[src/rtl/note_arbiter.sv]
// rtl/note_arbiter.sv - two-requester note arbiter for the square-wave voice
// Optional feature macro: NOTE_ARB_PREEMPT_EN (requester 1 may preempt a requester-0 note).
module note_arbiter #(
  parameter int HP_W      = 7,
  parameter int LEN_W     = 5,
  parameter int GAP_TICKS = 4
) (
  input  logic             clk,
  input  logic             rst_n,
  input  logic             tick,
  input  logic             req0_valid,
  input  logic [HP_W-1:0]  req0_hp,
  input  logic [LEN_W-1:0] req0_len,
  input  logic             req1_valid,
  input  logic [HP_W-1:0]  req1_hp,
  input  logic [LEN_W-1:0] req1_len,
  output logic             req0_ready,
  output logic             req1_ready,
  output logic [HP_W-1:0]  hp,
  output logic             active,
  output logic             grant,
  output logic             busy
);

  typedef enum logic [1:0] {S_IDLE, S_ON, S_GAP} state_t;

  state_t           state, state_nxt;
  logic [LEN_W-1:0] on_cnt, gap_cnt;
  logic             xfer0, xfer1, xfer;
  logic             preempt_ok;

`ifdef NOTE_ARB_PREEMPT_EN
  // Only a requester-0 note can be cut short; requester-1 notes always run out.
  assign preempt_ok = (state != S_IDLE) && !grant;
`else
  assign preempt_ok = 1'b0;
`endif

  assign xfer0 = req0_valid && req0_ready;
  assign xfer1 = req1_valid && req1_ready;
  assign xfer  = xfer0 || xfer1;

  // State register; active/busy are registered decodes of the next state.
  always_ff @(posedge clk) begin
    if (!rst_n) begin
      state  <= S_IDLE;
      active <= 1'b0;
      busy   <= 1'b0;
    end else begin
      state  <= state_nxt;
      active <= (state_nxt == S_ON);
      busy   <= (state_nxt != S_IDLE);
    end
  end

  always_comb begin
    state_nxt = state;
    case (state)
      S_IDLE: if (xfer) state_nxt = S_ON;
      S_ON: begin
        if (xfer) state_nxt = S_ON;
        else if (tick && on_cnt == LEN_W'(1))
          state_nxt = (GAP_TICKS > 0) ? S_GAP : S_IDLE;
      end
      S_GAP: begin
        if (xfer) state_nxt = S_ON;
        else if (tick && gap_cnt == LEN_W'(1)) state_nxt = S_IDLE;
      end
      default: state_nxt = S_IDLE;
    endcase
  end

  always_comb begin
    req1_ready = 1'b0;
    req0_ready = 1'b0;
    if (rst_n) begin
      req1_ready = req1_valid && ((state == S_IDLE) || preempt_ok);
      req0_ready = req0_valid && !req1_valid && (state == S_IDLE);
    end
  end

  // Note datapath; a transfer cycle loads counts and ignores that cycle's tick.
  always_ff @(posedge clk) begin
    if (!rst_n) begin
      hp      <= '0;
      grant   <= 1'b0;
      on_cnt  <= '0;
      gap_cnt <= '0;
    end else if (xfer) begin
      hp      <= xfer1 ? req1_hp : req0_hp;
      grant   <= xfer1;
      gap_cnt <= '0;
      if (xfer1) on_cnt <= (req1_len == '0) ? LEN_W'(1) : req1_len;
      else       on_cnt <= (req0_len == '0) ? LEN_W'(1) : req0_len;
    end else if (tick) begin
      if (state == S_ON && on_cnt != '0) begin
        on_cnt <= on_cnt - LEN_W'(1);
        if (on_cnt == LEN_W'(1)) gap_cnt <= LEN_W'(GAP_TICKS);
      end else if (state == S_GAP && gap_cnt != '0) begin
        gap_cnt <= gap_cnt - LEN_W'(1);
      end
    end
  end

endmodule

[config.mk]
export PLATFORM = sky130hd
export DESIGN_NAME = note_arbiter
export DESIGN_NICKNAME = d
export VERILOG_FILES = /design/src/rtl/note_arbiter.sv
export SDC_FILE = /design/constraint.sdc
export NUM_CORES = 1
export LEC_CHECK = 0
export CAP_MARGIN = 20
export CORE_MARGIN = 2
export CORE_UTILIZATION = 51
export CTS_BUF_LIST = sky130_fd_sc_hd__clkbuf_8
export DETAILED_ROUTE_END_ITERATION = 10
export GPL_TIMING_DRIVEN = 0
export PLACE_DENSITY = 0.94
export SLEW_MARGIN = 15
export SYNTH_ARGS = -nofsm -noshare
export SYNTH_HDL_FRONTEND = slang
export SYNTH_SLANG_ARGS = --single-unit
[constraint.sdc]
create_clock -name clk -period 3.75 [get_ports clk]
set_input_delay 1.125 -clock clk [delete_from_list [all_inputs] [get_ports clk]]
set_output_delay 1.125 -clock clk [all_outputs]
set_load 0.05 [all_outputs]
# Word level (Yosys, flattened, before mapping)
# Index checks and enable logic that the tools add are counted.
# op_classes
reduce_logical,23
n_mux,18
n_eq_ne,6
add_sub_neg,2
bitwise_logic,1
# op_table
op,count
2-to-1 mux 5 bit,9
"equality test 5 x 1 -> 1 bit, second input constant",2
zero test 5 bit,2
2-to-1 mux 2 bit,5
nonzero test 5 bit,2
"subtractor 5 x 1 -> 5 bit, second input constant",2
logical AND 1 bit,9
nonzero test 2 bit,4
2-to-1 mux 7 bit,1
case mux 2 bit (3 select lines),1
"equality test 2 x 1 -> 1 bit, second input constant",2
AND reduction 3 bit,1
"equality test 2 bit, second input constant",1
zero test 2 bit,1
2-to-1 mux 1 bit,2
"!= test 2 bit, second input constant",1
AND reduction 2 bit,1
OR reduction 2 bit,1
zero test 1 bit,1
logical OR 1 bit,1
NOT 1 bit,1
# totals
regBits,22
out_inout_bits,12
in_bits,29
wordCells,57

# Depth between registers and ports, before layout
# Gate-level depths: netlist of run 1.
# depth
ltp_word,9
ltp_mapped,7
ltp_nobuf,6

# Worst setup path before layout of run 1
# OpenSTA, ideal clock, no wires.
# synth_timing
path_kind,input-to-output
from,input port rst_n
to,output port req1_ready
t_arrival_ns,2.423
path_slack_ns,0.202
path_buffers,1
stages,3
path_cell_list,or3b_2 clkbuf_1 nor2_1
# synth_between
elab_chain_len,1
# synth_lines
item,line_no,text
from (decl),9,"input logic rst_n,"
2-to-1 mux 1 bit,76,if (rst_n) begin
to (decl),18,"output logic req1_ready,"
# Every way passes these cells.

# Final worst setup path of run 1
# Ends and elaborated chain as after synthesis.

==> metrics.cfg, run 1 <==
[yosys]
netlist_instances=155
ys_ff_latch=22
synth-compound-area-share_pct=23.2
ys_types=44
synth_adder_area_share_pct=5.71
seq_area_frac_synth_pct=33.5
synth.area.mux_share_pct=6.85
ys_async_sr_fraction_pct=0
synth-xor-area-share_pct=1.33
synth_warnings=0
ys.flop_type=dfxtp_1
syn_area_mm2=0.00132
synth_nets=190
synth_edf_count=0
synth_top_family_by_area=simple AND/OR/NAND/NOR gates
synth_simple_gate_area_share_pct=24.3
synth.avg_cell_area_um2=8.48

[drt]
vias=1379
drtAntennaViolNets=0
drc=0
first_pass_iters=6
routed_wl_um=3430
vias_per_cell=5.97
drt_iter0_markers=44
wl_per_cell_um=14.9

[cts]
cts_made_buffers=3
clock-sinks=22
cts_root_buf=clkbuf_8
cts_tree=yes
path_clk_slew_ps=80
insertion_delay_ps=260
clk_path_buf_depth=2
ctsHtreeMaxLevel=1

[critical_path]
slowest_delay_ps=550
crit_chain=clkdlybuf4s50_1 > or3b_2 > nor2_2 > buf_6
worstSetupPathType=input pin to primary output
critPathArrivalTime_ps=2570
worst_path_max_delay_cell=or3b_2
crit_fanout=7
endpoint_kind=primary output
critical_path_required_ps=2620
critPathLaunchType=input pin

[floorplan]
io_pins=41
die_h_um=54.8
initial_core_util_pct=53.6
coreArea_mm2=0.00245
row_count=18
dieArea_mm2=0.00300
die_w_um=54.8

[grt]
grt_overflow=0
antenna_found_initial=0
grt_pass1_vias=1258
grt_usage_pct=23.8
grt_max_degree=14
grt_pass1_wl_um=5180

[power_and_ir_drop]
cellPowerDensity_mw_per_mm2=393
power_uw=730
cellLeakagePower_nw=0.723
power.switching_uw=230
p_clk_share_pct=30.6
switching_share_pct=31.5
seq_power_share_pct=37.1
peakVddDrop_mv=0.280
p_int_uw=500
p_comb_share_pct=32.3

[place]
dp_hpwl_um=2380
globalplace.congestion=0.786
io_buffer_count=40
dp_worst_setup_slack_ps=-662

[sta]
finalCriticalPeriod_ps=3690
hold_viol=0
fmax_mhz=271
maxSlewViolCount=0
finalWorstSetupSlack_ps=55.2
setup_tns_ps=0
worst_pin_slew_ps=710
relSlewSlack_pct=52.4
rsz0062_at_grt=false
period_share_pct=98.5
setup_viol=0
fin_skew_ps=2.21

[worst_hold_path]
min_path_type=register to register

[final_layout]
nFillCells=151
multi_input_area_um2=816
n_antenna_cell=0
regArea_um2=440
utilization_pct=75.5
area_growth_pct=41.0
fin_nets=237
drive_gt1_share_pct=9.95

[status]
status=complete, no violations

[flow_run]
drv_cap=0

==> per-layer routing <==
| metal | up-vias | routed length (um) | share of wire [%] | GRT usage (%) |
|---|---|---|---|---|
| li1 | 668 | - | - | - |
| met1 | 634 | 1420 | 41 | 28.4 |
| met2 | 69 | 1680 | 49 | 39.1 |
| met3 | 8 | 264 | 7.7 | 5.46 |
| met4 | 0 | 71 | 2.1 | 13.3 |
| met5 | - | 0 | 0 | 0 |
==> timing repair <==
| action | in CTS | in global routing |
|---|---|---|
| setup buffers | 0 | 3 |
| gates cloned | 0 | 0 |
| pin swaps | 0 | 1 |
| hold buffers | 0 | 0 |
| endpoints found under the setup margin | 2 | 2 |
| resized for setup | 12 | 0 |
==> cell usage after synthesis (3+ instances only) <==
cell       n  area (um^2)
clkbuf_1   5         18.8
o21a_1     3         22.5
o21ai_0   15         75.1
ha_1       6         75.1
inv_1      8         30.0
and3_1     4         25.0
mux2i_1    9         90.1
nor2_1     8         30.0
nand3b_1   4         30.0
a21oi_1   13         65.1
nand3_1   11         55.1
nand2_1    8         30.0
dfxtp_1   22          440
==> area by class of cell <==
class,instances,area share (%)
Multi-Input combinational cell,118,44.0
Clock inverter,1,1.62
Inverter,8,1.62
Timing Repair Buffer,43,22.9
Clock buffer,3,2.23
Sequential cell,22,23.8
Buffer,6,1.82
Tap cell,30,2.02
==> logic make-up (layout without fill, tap and decap cells) <==
kind of cell / count (synthesis) / in the layout
buffers and inverters: 15 / 61
xor gates and xnor gates: 2 / 2
AOI/OAI and AO/OA: 46 / 46
and+or+nand+nor: 55 / 55
muxes: 9 / 9
adders and majority gates: 6 / 6
DFF: 22 / 22
==> power by group through the flow <==
stage | Combinational [mW] | Sequential, mW | Clock (mW)
after floorplan | 0.101 | 0.315 | 0
after CTS | 0.228 | 0.269 | 0.226
final | 0.236 | 0.271 | 0.223
after detailed placement | 0.225 | 0.275 | 0
after global routing | 0.252 | 0.273 | 0.233
after global placement | 0.217 | 0.274 | 0
==> critical path, delay by kind of cell <==
family        cells  cell delay [ps]
simple gates      2              750
buf+inv           2              680
==> layout by cell type (no fill, tap or decap), types with 3 or more instances in the layout <==
cell,synthesis,layout
nand3b_1,4,4
o21a_1,3,3
a21oi_1,13,13
dfxtp_1,22,22
and3_1,4,4
o21ai_0,15,15
buf_4,1,4
nand2_1,8,8
inv_1,8,8
nor2_1,8,7
clkbuf_8,0,3
nand3_1,11,11
clkdlybuf4s50_1,0,38
ha_1,6,6
clkbuf_1,5,4
mux2i_1,9,9
==> state kept, by name, summed over array words and instances, names as in the netlist <==
register	cells
on_cnt	5
state	2
busy	1
hp	7
active	1
gap_cnt	5
grant	1
==> final timing paths <==
kind              startpoint         end  slack (ps)  cells after the start
setup reg to reg    state[1]  gap_cnt[3]        1690                      6
hold reg to reg        hp[3]       hp[3]         480                      2
setup / recovery       rst_n  req1_ready          60                      4
hold / removal         hp[3]       hp[3]         480                      2
==> metrics by stage <==
step                hold slack (ps)  std cells  area [um^2]
finish                          485        231         1850
CTS                             471        229         1840
floorplan                       462        155         1320
global placement                441        225         1750
global route                    513        231         1850
detailed placement              446        225         1750
Note: power is estimated with default switching activity, not from simulation.
==> run 2, diff against run 1 <==
--- a/config.mk
+++ b/config.mk
@@ -6,7 +6,7 @@
 export NUM_CORES = 1
 export LEC_CHECK = 0
 export CAP_MARGIN = 20
-export CORE_MARGIN = 2
+export CORE_MARGIN = 10
 export CORE_UTILIZATION = 51
 export CTS_BUF_LIST = sky130_fd_sc_hd__clkbuf_8
 export DETAILED_ROUTE_END_ITERATION = 10
==> metrics.cfg, run 2 (synthesis results as in run 1) <==
[floorplan]
row_count=18
dieArea_mm2=0.00501
die_h_um=70.8
coreArea_mm2=0.00248
initial_core_util_pct=53.1
io_pins=41
die_w_um=70.8

[sta]
fmax_mhz=270
finalCriticalPeriod_ps=3700
finalWorstSetupSlack_ps=47.8
period_share_pct=98.7
setup_viol=0
relSlewSlack_pct=51.3
worst_pin_slew_ps=726
maxSlewViolCount=0
fin_skew_ps=5.37
whs_ps=467
hold_viol=0

[final_layout]
regArea_um2=440
multi_input_area_um2=816
fin_nets=238
n_antenna_cell=0
largest_reg_flops=7
regMostFlops=hp
reg.largest.list=hp (7), gap_cnt (5), on_cnt (5)
final_common_cell=clkdlybuf4s50_1
area_growth_pct=41.6
final_cell_mix=clkdlybuf4s50_1, dfxtp_1, o21ai_0, a21oi_1, nand3_1
drive_gt1_share_pct=10.4
stdcell_area_mm2=0.00186
nFillCells=160

[critical_path]
critPathLaunchType=input pin
slowest_delay_ps=550
worst_path_max_delay_cell=or3b_2
r2r_end=on_cnt[2]
worstSetupPathType=input pin to primary output
critPathArrivalTime_ps=2580
reg2regPathDepth=6
crit_chain=clkdlybuf4s50_1 > or3b_2 > nor2_2 > buf_6
endpoint_kind=primary output
reg2reg_from=on_cnt[0]
critical_path_required_ps=2620
crit_fanout=7
rrSetupSlack_ps=1510

[grt]
grt_pass1_vias=1386
grt_pass1_wl_um=6290
antenna_found_initial=0
grt_usage_pct=15.1
grt_max_degree=14
grt_overflow=0

[status]
status=complete, no violations

[drt]
vias_per_cell=5.90
drtAntennaViolNets=0
routed_wl_um=3910
first_pass_iters=4
vias=1368
drc=0
drt_iter0_markers=69
wl_per_cell_um=16.8

[worst_hold_path]
hp-start=grant
min_path_type=register to register
holdPathStages=1
hold_path_end=grant

[power_and_ir_drop]
peakVddDrop_mv=0.322
cellPowerDensity_mw_per_mm2=396
cellLeakagePower_nw=0.728

[cts]
path_clk_slew_ps=90
clock-sinks=22
cts_root_buf=clkbuf_8
cts_tree=yes
cts_made_buffers=3
ctsHtreeMaxLevel=1
hold_buffers=0
insertion_delay_ps=270
clk_path_buf_depth=2

[place]
globalplace.congestion=0.896
dp_worst_setup_slack_ps=-679
dpl_cell_area_mm2=0.00175
dp_hpwl_um=3010
io_buffer_count=40

[flow_run]
drv_cap=0

[run 2: cell types whose count changed in the layout (fill, tap and decap cells not counted)]
cell,change
buf_4,+1
[run 2: worst max-delay path: cells and delay by family]
kind	cells	cell delay (ps)
AND/OR/NAND/NOR	2	750
buffers and inverters	2	690
[run 2: per-stage QoR]
step	util, %	setup TNS, ps	total power [mW]	cells
3_3_place_gp	70.8	-1200	0.493	225
5_1_grt	75.2	-10.4	0.767	232
6_report	75.2	0	0.737	232
4_1_cts	74.1	-17.8	0.728	229
3_5_place_dp	70.8	-1190	0.504	225
2_1_floorplan	-	0	0.416	155
[run 2: final cells by class]
cell class              count  share of cell area [%]
well taps                  30                    2.02
repair buffers             44                    23.3
plain buffers               6                    1.81
inverters                   8                    1.61
clock inverters             1                    1.61
clock buffers               3                    2.22
flip-flops and latches     22                    23.7
multi-input cells         118                    43.8
[run 2: worst max-delay path by stage]
stage | startpoint | to | slack (ps)
after floorplan | rst_n | req1_ready | 200
after global placement | rst_n | req1_ready | -710
after detailed placement | rst_n | req1_ready | -680
after CTS | rst_n | req1_ready | -20
after global routing | rst_n | req1_ready | -10
final | rst_n | req1_ready | 50
[run 2: per-layer routing]
layer  vias to the layer above  wire length [um]  part of all wire [%]  global-route usage [%]
met1                       638              1490                    38                    15.1
met3                         6               321                   8.2                    6.00
met5                         -                 0                     0                       0
met4                         0                74                   1.9                    6.67
li1                        667                 -                     -                       -
met2                        57              2030                    52                    26.8
[run 2: repair_timing]
item                       4_1_cts  5_1_grt
setup endpoints to repair        2        2
resized for setup               12        0
setup buffers                    0        4
pin swaps                        0        1
[run 2: power breakdown]
| part | switching, mW | internal, mW | total, mW |
|---|---|---|---|
| sequential | 0.0152 | 0.255 | 0.270 |
| clock | 0.0826 | 0.143 | 0.225 |
| combinational | 0.138 | 0.103 | 0.241 |
| total | 0.235 | 0.501 | 0.737 |
